`config.mk`:
```
export PLATFORM = sky130hd
export DESIGN_NAME = tt_ctrl_sel_seq
export DESIGN_NICKNAME = d
export VERILOG_FILES = /design/src/rtl/tt_ctrl_sel_seq_pkg.sv /design/src/rtl/tt_ctrl_seq_timer.sv /design/src/rtl/tt_ctrl_sel_seq.sv
export SDC_FILE = /design/constraint.sdc
export NUM_CORES = 1
export LEC_CHECK = 0
export BUFFER_PORTS_ARGS = -buffer_cell sky130_fd_sc_hd__buf_2
export CAP_MARGIN = 0
export CORE_MARGIN = 2
export CORE_UTILIZATION = 50
export CTS_CLUSTER_DIAMETER = 40
export CTS_CLUSTER_SIZE = 14
export DETAILED_ROUTE_END_ITERATION = 10
export GPL_ROUTABILITY_DRIVEN = 0
export GPL_TIMING_DRIVEN = 0
export PLACE_DENSITY_LB_ADDON = 0.15
export SKIP_CTS_REPAIR_TIMING = 1
export SLEW_MARGIN = 20
export SYNTH_ARGS = -nofsm -noshare
export SYNTH_HDL_FRONTEND = slang
export SYNTH_SLANG_ARGS = --single-unit
export TNS_END_PERCENT = 10
```
`constraint.sdc`:
```
create_clock -name clk -period 2.8 [get_ports clk]
set_input_delay 0.14 -clock clk [delete_from_list [all_inputs] [get_ports clk]]
set_output_delay 0.14 -clock clk [all_outputs]
set_load 0.005 [all_outputs]
```
`src/rtl/tt_ctrl_sel_seq_pkg.sv`:
```
// Shared constants for the mux-controller select sequencer.
package tt_ctrl_sel_seq_pkg;

  localparam int unsigned TT_SEL_W      = 10;
  localparam int unsigned TT_PULSE_W    = 2;
  localparam int unsigned TT_RST_W      = 4;
  localparam int unsigned TT_SETTLE_W   = 8;

  // Timer width able to hold the largest (duration - 1) load value.
  function automatic int unsigned tmr_width(int unsigned a, int unsigned b, int unsigned c);
    int unsigned m;
    m = a;
    if (b > m) m = b;
    if (c > m) m = c;
    return (m <= 1) ? 1 : $clog2(m);
  endfunction

endpackage

```
`src/rtl/tt_ctrl_seq_timer.sv`:
```
// Load-with-value down-counter with a registered zero flag; times every sequencer phase.
module tt_ctrl_seq_timer #(
  parameter int unsigned W = 4
) (
  input  logic         clk,
  input  logic         rst_n,
  input  logic         load_i,
  input  logic [W-1:0] val_i,
  output logic [W-1:0] next_c,
  output logic         zero_o
);

  logic [W-1:0] cnt_q;
  logic [W-1:0] cnt_d;
  logic         zero_q;

  always_comb begin
    cnt_d = cnt_q;
    if (load_i) begin
      cnt_d = val_i;
    end else if (cnt_q != '0) begin
      cnt_d = cnt_q - W'(1);
    end
  end

  always_ff @(posedge clk or negedge rst_n) begin
    if (!rst_n) begin
      cnt_q  <= '0;
      zero_q <= 1'b1;
    end else begin
      cnt_q  <= cnt_d;
      zero_q <= (cnt_d == '0);
    end
  end

  assign next_c = cnt_d;
  assign zero_o = zero_q;

endmodule

```
`src/rtl/tt_ctrl_sel_seq.sv`:
```
// Drives the controller's ctrl_sel_rst_n / ctrl_sel_inc / ctrl_ena wires to reach a requested address.
module tt_ctrl_sel_seq
  import tt_ctrl_sel_seq_pkg::*;
#(
  parameter int unsigned PULSE_W  = TT_PULSE_W,
  parameter int unsigned RST_W    = TT_RST_W,
  parameter int unsigned SETTLE_W = TT_SETTLE_W,
  parameter int unsigned ADDR_W   = TT_SEL_W
) (
  input  logic              clk,
  input  logic              rst_n,
  input  logic              req_valid,
  output logic              req_ready,
  input  logic [ADDR_W-1:0] req_addr,
  input  logic              req_ena,
  output logic              done,
  output logic [ADDR_W-1:0] cur_addr,
  output logic              cur_vld,
  output logic              ctrl_sel_rst_n,
  output logic              ctrl_sel_inc,
  output logic              ctrl_ena
);

  localparam int unsigned TMR_W = tmr_width(PULSE_W, RST_W, SETTLE_W);
  localparam logic [TMR_W-1:0] PULSE_LD  = TMR_W'(PULSE_W - 1);
  localparam logic [TMR_W-1:0] RST_LD    = TMR_W'(RST_W - 1);
  localparam logic [TMR_W-1:0] SETTLE_LD = TMR_W'(SETTLE_W - 1);

  typedef enum logic [2:0] {
    S_IDLE, S_OFF, S_RST, S_INC_HI, S_INC_LO, S_SETTLE
  } state_e;

  state_e            state_q, state_d;
  logic [ADDR_W-1:0] pcnt_q, pcnt_d;
  logic [ADDR_W-1:0] cur_addr_q, cur_addr_d;
  logic              cur_vld_q, cur_vld_d;
  logic              need_rst_q, need_rst_d;
  logic              ena_lat_q, ena_lat_d;
  logic              ready_q, ready_d;
  logic              done_q, done_d;
  logic              sel_rst_n_q, sel_rst_n_d;
  logic              inc_q, inc_d;
  logic              ena_q, ena_d;

  logic              t_load;
  logic [TMR_W-1:0]  t_val;
  logic [TMR_W-1:0]  t_next;
  logic              t_zero;
  logic              go_inc, go_settle;
  logic              accept;
  logic              req_need_rst;

  tt_ctrl_seq_timer #(.W(TMR_W)) u_timer (
    .clk    (clk),
    .rst_n  (rst_n),
    .load_i (t_load),
    .val_i  (t_val),
    .next_c (t_next),
    .zero_o (t_zero)
  );

  assign accept       = req_valid & ready_q;
  assign req_need_rst = !cur_vld_q || (req_addr < cur_addr_q);

  // Next-state and next-output logic.
  always_comb begin
    state_d    = state_q;
    pcnt_d     = pcnt_q;
    cur_addr_d = cur_addr_q;
    cur_vld_d  = cur_vld_q;
    need_rst_d = need_rst_q;
    ena_lat_d  = ena_lat_q;
    inc_d      = inc_q;
    ena_d      = ena_q;
    done_d     = 1'b0;
    t_load     = 1'b0;
    t_val      = '0;
    go_inc     = 1'b0;
    go_settle  = 1'b0;

    unique case (state_q)
      S_IDLE: begin
        if (accept) begin
          state_d    = S_OFF;
          need_rst_d = req_need_rst;
          pcnt_d     = req_need_rst ? req_addr : req_addr - cur_addr_q;
          ena_lat_d  = req_ena;
          ena_d      = 1'b0;
          t_load     = 1'b1;
          t_val      = SETTLE_LD;
        end
      end
      S_OFF: begin
        if (t_zero) begin
          if (need_rst_q) begin
            state_d = S_RST;
            t_load  = 1'b1;
            t_val   = RST_LD;
          end else if (pcnt_q != '0) begin
            go_inc = 1'b1;
          end else begin
            go_settle = 1'b1;
          end
        end
      end
      S_RST: begin
        if (t_zero) begin
          cur_addr_d = '0;
          cur_vld_d  = 1'b1;
          if (pcnt_q != '0) go_inc = 1'b1;
          else              go_settle = 1'b1;
        end
      end
      S_INC_HI: begin
        if (t_zero) begin
          state_d = S_INC_LO;
          inc_d   = 1'b0;
          t_load  = 1'b1;
          t_val   = PULSE_LD;
        end
      end
      S_INC_LO: begin
        if (t_zero) begin
          if (pcnt_q != '0) go_inc = 1'b1;
          else              go_settle = 1'b1;
        end
      end
      S_SETTLE: begin
        if (t_zero) begin
          state_d = S_IDLE;
          ena_d   = ena_lat_q;
          done_d  = 1'b1;
        end
      end
      default: state_d = S_IDLE;
    endcase

    if (go_inc) begin
      state_d    = S_INC_HI;
      inc_d      = 1'b1;
      pcnt_d     = pcnt_q - ADDR_W'(1);
      cur_addr_d = cur_addr_d + ADDR_W'(1);
      t_load     = 1'b1;
      t_val      = PULSE_LD;
    end
    if (go_settle) begin
      state_d = S_SETTLE;
      t_load  = 1'b1;
      t_val   = SETTLE_LD;
    end
  end

  // The counter reset window is shifted one cycle early (last OFF cycle through
  // the second-to-last RST cycle) so rst_n rises a full cycle before the first inc edge.
  always_comb begin
    ready_d     = (state_d == S_IDLE);
    sel_rst_n_d = !(((state_d == S_OFF) && (t_next == '0) && need_rst_d) ||
                    ((state_d == S_RST) && (t_next != '0)));
  end

  always_ff @(posedge clk or negedge rst_n) begin
    if (!rst_n) begin
      state_q     <= S_IDLE;
      pcnt_q      <= '0;
      cur_addr_q  <= '0;
      cur_vld_q   <= 1'b0;
      need_rst_q  <= 1'b0;
      ena_lat_q   <= 1'b0;
      ready_q     <= 1'b0;
      done_q      <= 1'b0;
      sel_rst_n_q <= 1'b0;
      inc_q       <= 1'b0;
      ena_q       <= 1'b0;
    end else begin
      state_q     <= state_d;
      pcnt_q      <= pcnt_d;
      cur_addr_q  <= cur_addr_d;
      cur_vld_q   <= cur_vld_d;
      need_rst_q  <= need_rst_d;
      ena_lat_q   <= ena_lat_d;
      ready_q     <= ready_d;
      done_q      <= done_d;
      sel_rst_n_q <= sel_rst_n_d;
      inc_q       <= inc_d;
      ena_q       <= ena_d;
    end
  end

  assign req_ready      = ready_q;
  assign done           = done_q;
  assign cur_addr       = cur_addr_q;
  assign cur_vld        = cur_vld_q;
  assign ctrl_sel_rst_n = sel_rst_n_q;
  assign ctrl_sel_inc   = inc_q;
  assign ctrl_ena       = ena_q;

endmodule
```
; ---- Word level (Yosys, flattened, before mapping)
; Index checks and enable logic that the tools add are counted.
[word_totals]
mem_count = 0
reg_bits = 35
input_bits = 14
latch_bits = 0
ram_bits = 0
word_cells = 102
rom_bits = 0
out_inout_bits = 16
[classes]
n_lt_le_gt_ge = 1
n_shift = 0
eq_ne = 9
bitwise = 1
mux = 50
n_mul = 0
n_addsub = 4
div_mod_pow = 0
n_reduce_logical = 24
[op_table]
columns = operator, n
row1 = 10-bit two-way mux, 7
row2 = 3-bit two-way mux, 12
row3 = 1-bit two-way mux, 23
row4 = 3-bit one-hot mux with 5 select lines, 1
row5 = 10-bit by 1-bit adder with 10-bit output (second input constant), 1
row6 = 10-bit less-than comparator, 1
row7 = 10-bit nonzero test, 1
row8 = 2-bit nonzero test, 5
row9 = 10-bit by 1-bit subtractor with 10-bit output (second input constant), 1
row10 = 10-bit subtractor, 1
row11 = 3-bit by 2-bit equality test with 1-bit output (second input constant), 3
row12 = 3-bit logical NOT, 3
row13 = 3-bit one-hot mux with 3 select lines, 1
row14 = 2-bit AND reduction, 4
row15 = 3-bit by 1-bit equality test with 1-bit output (second input constant), 2
row16 = 3-bit equality test (second input constant), 2
row17 = 1-bit one-hot mux with 2 select lines, 3
row18 = 3-bit nonzero test, 2
row19 = 2-bit two-way mux, 2
row20 = 1-bit logical AND, 3
row21 = 1-bit one-hot mux with 3 select lines, 1
row22 = 3-bit AND reduction, 1
row23 = 3-bit by 1-bit subtractor with 3-bit output (second input constant), 1
row24 = 1-bit logical NOT, 2
row25 = other kinds (5), 6

; ---- Longest topological paths before layout
[logic_depth]
word_depth = 13
ltp_mapped = 10

; ---- Cells and area by module
; Synthesis repeated with hierarchy kept, for this count alone.
[unflattened]
hier_cells = 289
hier_area_um2 = 2552.4
[modules_own_cells]
columns = module, n_inst, cells_per_inst, area_each_um2, seq_area_each_um2
row1 = tt_ctrl_sel_seq, 1, 266, 2303.5, 775.7
row2 = tt_ctrl_seq_timer, 1, 23, 249.0, 101.3

; ---- Least setup slack after synthesis
; Ideal clock, no wire load.
[synth_timing]
kind = reg2reg
start = register cur_addr_q[7] (netlist: cur_addr[7])
end = register pcnt_q[4]
path_stages_with_launch = 9
path_slack_ns = 0.543
path_buffers = 1
setup_time_ns = 0.142
arrival_ns = 2.114
period_less_slack_ns = 2.257
cell_sequence = dfrtp_1 > inv_1 > ha_1 > a2111o_1 > o22ai_1 > a2bb2oi_2 > buf_4 > mux2i_1 > o221ai_1
[synth_between]
elab_chain_len = 6
[synth_rtl]
columns = item, line_no
row1 = from (decl), tt_ctrl_sel_seq.sv:35  ; logic [ADDR_W-1:0] cur_addr_q, cur_addr_d;
row2 = from (signal assigned), tt_ctrl_sel_seq.sv:177  ; cur_addr_q <= cur_addr_d;
row3 = 10-bit less-than comparator, tt_ctrl_sel_seq.sv:63  ; assign req_need_rst = !cur_vld_q || (req_addr < cur_addr_q);
row4 = 1-bit logical OR, tt_ctrl_sel_seq.sv:63
row5 = 10-bit two-way mux, tt_ctrl_sel_seq.sv:86  ; pcnt_d = req_need_rst ? req_addr : req_addr - cur_addr_q;
row6 = 10-bit two-way mux, tt_ctrl_sel_seq.sv:83  ; if (accept) begin
row7 = 10-bit two-way mux, tt_ctrl_sel_seq.sv:81  ; unique case (state_q)
row8 = 10-bit two-way mux, tt_ctrl_sel_seq.sv:138  ; if (go_inc) begin
row9 = to (signal assigned), tt_ctrl_sel_seq.sv:176  ; pcnt_q <= pcnt_d;
row10 = to (decl), tt_ctrl_sel_seq.sv:34  ; logic [ADDR_W-1:0] pcnt_q, pcnt_d;
; Every way passes these cells. The select of a mux whose other input is x is not followed.
; A chain may end at the register's enable or synchronous reset.

; ---- Worst setup path in the final report
[layout_timing]
start = register cur_addr_q[2] (netlist: cur_addr[2])
end = register pcnt_q[4]
[layout_between]
elab_chain_len = 6
word_cells_on_any_way = 7
[layout_rtl]
columns = item, line_no
row1 = 10-bit less-than comparator, tt_ctrl_sel_seq.sv:63
row2 = 1-bit logical OR, tt_ctrl_sel_seq.sv:63
row3 = 10-bit two-way mux (*), tt_ctrl_sel_seq.sv:86
row4 = 10-bit two-way mux (*), tt_ctrl_sel_seq.sv:83
row5 = 10-bit two-way mux (*), tt_ctrl_sel_seq.sv:81
row6 = 10-bit two-way mux (*), tt_ctrl_sel_seq.sv:138
; Mark *: on every way between the ends. The rest lies on a longest branch, timed or not. The select of a mux whose other input is x is not followed.

==> run_results.csv <==
group,metric,value,unit
outcome,outcome,"finished, final reports clean",
floorplanning,chipHeight,75.2,um
clocking,clock_sinks,35,
finish,drive_above_1_share,16.8,%
hold_path,holdCritPathClass,"in -> reg",
setup_path,crit_fanout,10,
setup_path,critical_path_required,2950,ps
clocking,clkLatencyLatePin,300,ps
synthesis,synth_common_cells,"34 x dfrtp_1, 24 x nor2_1, 22 x inv_1",
floorplanning,pin_count,30,
sta,rsz0062_at_grt,"no",
setup_path,path_class,"reg -> reg",
floorplanning,die_area,5660,um2
sta,slew_violations,0,
synthesis,yosysTopAreaCell,"dfrtp_1",
finish,area_delta_synth_final,14.9,%
setup_path,crit_family,"compound AO/OA/AOI/OAI gates",
synthesis,synthAdderAreaFrac,8.19,%
route,dr.first_iter.drc_count,167,
global_routing,grt_pass1_wl,9970,um
synthesis,yosys.area_share.simple,21.2,%
sta,fmax,0.388,GHz
setup_path,crit_path_start_kind,"flop",
synthesis,synth_area_leaders,"dfrtp_1 34%, ha_1 7.4%, xnor2_1 4.5%",
sta,fin_hold_ws,35.2,ps
global_routing,grt_max_degree,36,
floorplanning,num_rows,25,
synthesis,synth-seq-cells,35,
finish,num_antenna_cells,0,
pwr,powerDensity,388,nW/um2
setup_path,crit_chain,"inv_1 > ha_1 > nor2b_1 > o31a_1 > o22ai_2 > a2bb2oi_2 > buf_4 > mux2i_1 > o221ai_1",
pwr,p_leak,1.29,nW
setup_path,startpoint,"cur_addr[2]$_DFF_PN0_",
route,post-route-drc-count,0,
sta,max_slew_margin,47.6,%
route,wl_per_cell,15.8,um
synthesis,syn_area_per_cell,8.96,um2
setup_path,worstPathArrival,2730,ps
synthesis,async_flop_share,100,%
sta,finalCriticalPeriod,2580,ps
clocking,cts_inserted_buffers,5,
route,vias,2244,
clocking,tritoncts,"done",
sta,tightest_slew,786,ps
sta,skew,10.4,ps
synthesis,synth_xor_xnor_area_share,5.18,%
setup_path,cp_slowest_cell,"dfrtp_1",
clocking,cts-root-buf,"clkbuf_8",
route,drtAntennaViolNets,0,
sta,finalSetupViolCount,0,
pwr,p_total,1.13,mW
synthesis,ys_types,60,
sta,fin_setup_tns,0,ps
synthesis,synth_top_area_share,33.6,%
floorplanning,initial_core_util,52.6,%
run,drv_cap,0,
place,port_buffers,29,
place,dp_cells,379,
global_routing,gr-usage-all-layers,23.7,%
sta,hold_violations,0,
setup_path,worst_r2r_startpoint,"cur_addr[2]$_DFF_PN0_",
synthesis,muxShareOfSynthArea,3.31,%
route,drt-vias-per-instance,5.78,
clocking,cts_buffer_depth,2,
synthesis,synth_edf_count,0,
synthesis,synthesis.nets,313,
floorplanning,core-area,4820,um2
sta,fin_crit_sh,92.1,%
place,dpl.hpwl,4560,um
synthesis,synthFlopType,"dfrtp_1",
global_routing,overflow,0,
global_routing,grt_pass1_vias,2093,
clocking,htree_levels,2,
floorplanning,dieWidth,75.2,um
finish,filler_cell_count,439,
global_routing,grt_antenna_before_repair,0,
finish,fin_cells,388,
setup_path,max_stage_delay,410,ps
route,wirelength,6110,um
clocking,clk_pin_slew_worst_paths,70,ps
synthesis,synth.most_common_cell,"dfrtp_1",
synthesis,synth_top_family_by_area,"compound AO/OA/AOI/OAI gates",
synthesis,synth-seq-area-share,34.6,%
hold_path,hp-start,"req_ena",
synthesis,synth_compound_area_share,21.3,%
setup_path,endpoint_kind,"flop",
synthesis,synth.cell_area,2530,um2
synthesis,synth_cells,283,
setup_path,path_buf_inv,2,
pwr,ir_worst_vdd,0.000502,V
route,firstDrtPassIters,4,
finish,fin_nets,350,
synthesis,ys_warn_count,0,
cell type report:
type / count / area, um2 / share of cell area [%]
plain buffers: 12 / 75.1 / 2.58
well taps: 67 / 83.8 / 2.88
flip-flops and latches: 35 / 877 / 30.1
clock inverters: 2 / 60.1 / 2.06
clock buffers: 6 / 72.6 / 2.49
inverters: 22 / 82.6 / 2.84
multi-input cells: 214 / 1510 / 51.7
repair buffers: 30 / 155 / 5.33
through the flow:
step,util [%],setup WS (ps),cell area [um2]
floorplan,-,543,2530
CTS,60.1,132,2900
global placement,57.4,161,2760
finish,60.5,221,2910
detailed placement,57.4,153,2760
global route,60.5,81.9,2910
logic make-up after synthesis:
| group | after synthesis |
|---|---|
| AOI/OAI and AO/OA | 79 |
| muxes | 8 |
| xor gates and xnor gates | 15 |
| adders and majority gates | 16 |
| DFF | 35 |
| and+or+nand+nor | 96 |
| buffers and inverters | 34 |
state kept, by name, summed over array words and instances (netlist names):
| register | count |
|---|---|
| ctrl_sel_rst_n | 1 |
| cur_vld | 1 |
| ctrl_ena | 1 |
| ena_lat_q | 1 |
| state_q | 3 |
| u_timer.cnt_q | 3 |
| pcnt_q | 10 |
| done | 1 |
| ctrl_sel_inc | 1 |
| cur_addr | 10 |
| u_timer.zero_o | 1 |
| req_ready | 1 |
| need_rst_q | 1 |
worst reg2reg max path: cells and delay by family, from the launching register on:
kind	cells	cell delay (ps)
AOI/OAI and AO/OA	4	870
buffers and inverters	2	430
DFF	1	410
adders and majority gates	1	310
muxes	1	280
and+or+nand+nor	1	160
cells in the final DEF, fill, tap and decap left out, types with 6 or more instances in the layout:
| cell type | netlist | routed |
|---|---|---|
| inv_1 | 22 | 22 |
| nand3_1 | 8 | 8 |
| dfrtp_1 | 34 | 34 |
| xnor2_1 | 13 | 13 |
| nor2_1 | 24 | 24 |
| o21ai_0 | 20 | 20 |
| nand2_1 | 21 | 21 |
| ha_1 | 15 | 15 |
| a21oi_1 | 13 | 13 |
| o21a_1 | 8 | 8 |
| clkbuf_1 | 5 | 6 |
| nor2b_1 | 6 | 6 |
| buf_2 | 3 | 32 |
metal layers:
metal	vias to the layer above	wire length, um	global-route usage, %
met5	-	0	0
met4	0	61	5.65
met3	5	388	4.55
met2	72	2820	37.8
met1	1062	2850	33.4
li1	1105	-	-
final timing paths:
kind / endpoint / slack, ps / cells past startpoint
max: pcnt_q[4]$_DFFE_PN0P_ / 220 / 9
max in group asynchronous: pcnt_q[3]$_DFFE_PN0P_ / 1840 / 2
min in group asynchronous: cur_addr[0]$_DFF_PN0_ / 450 / 2
min: ena_lat_q$_DFFE_PN0N_ / 40 / 3
min reg2reg: ctrl_sel_inc$_DFFE_PN0P_ / 480 / 2
max reg2reg: pcnt_q[4]$_DFFE_PN0P_ / 220 / 9
where the power goes:
group | internal [mW] | switching (mW)
combinational | 0.0324 | 0.0434
clock | 0.356 | 0.193
sequential | 0.505 | 0
total | 0.894 | 0.236
No activity file was read; power rests on OpenSTA's default activity.
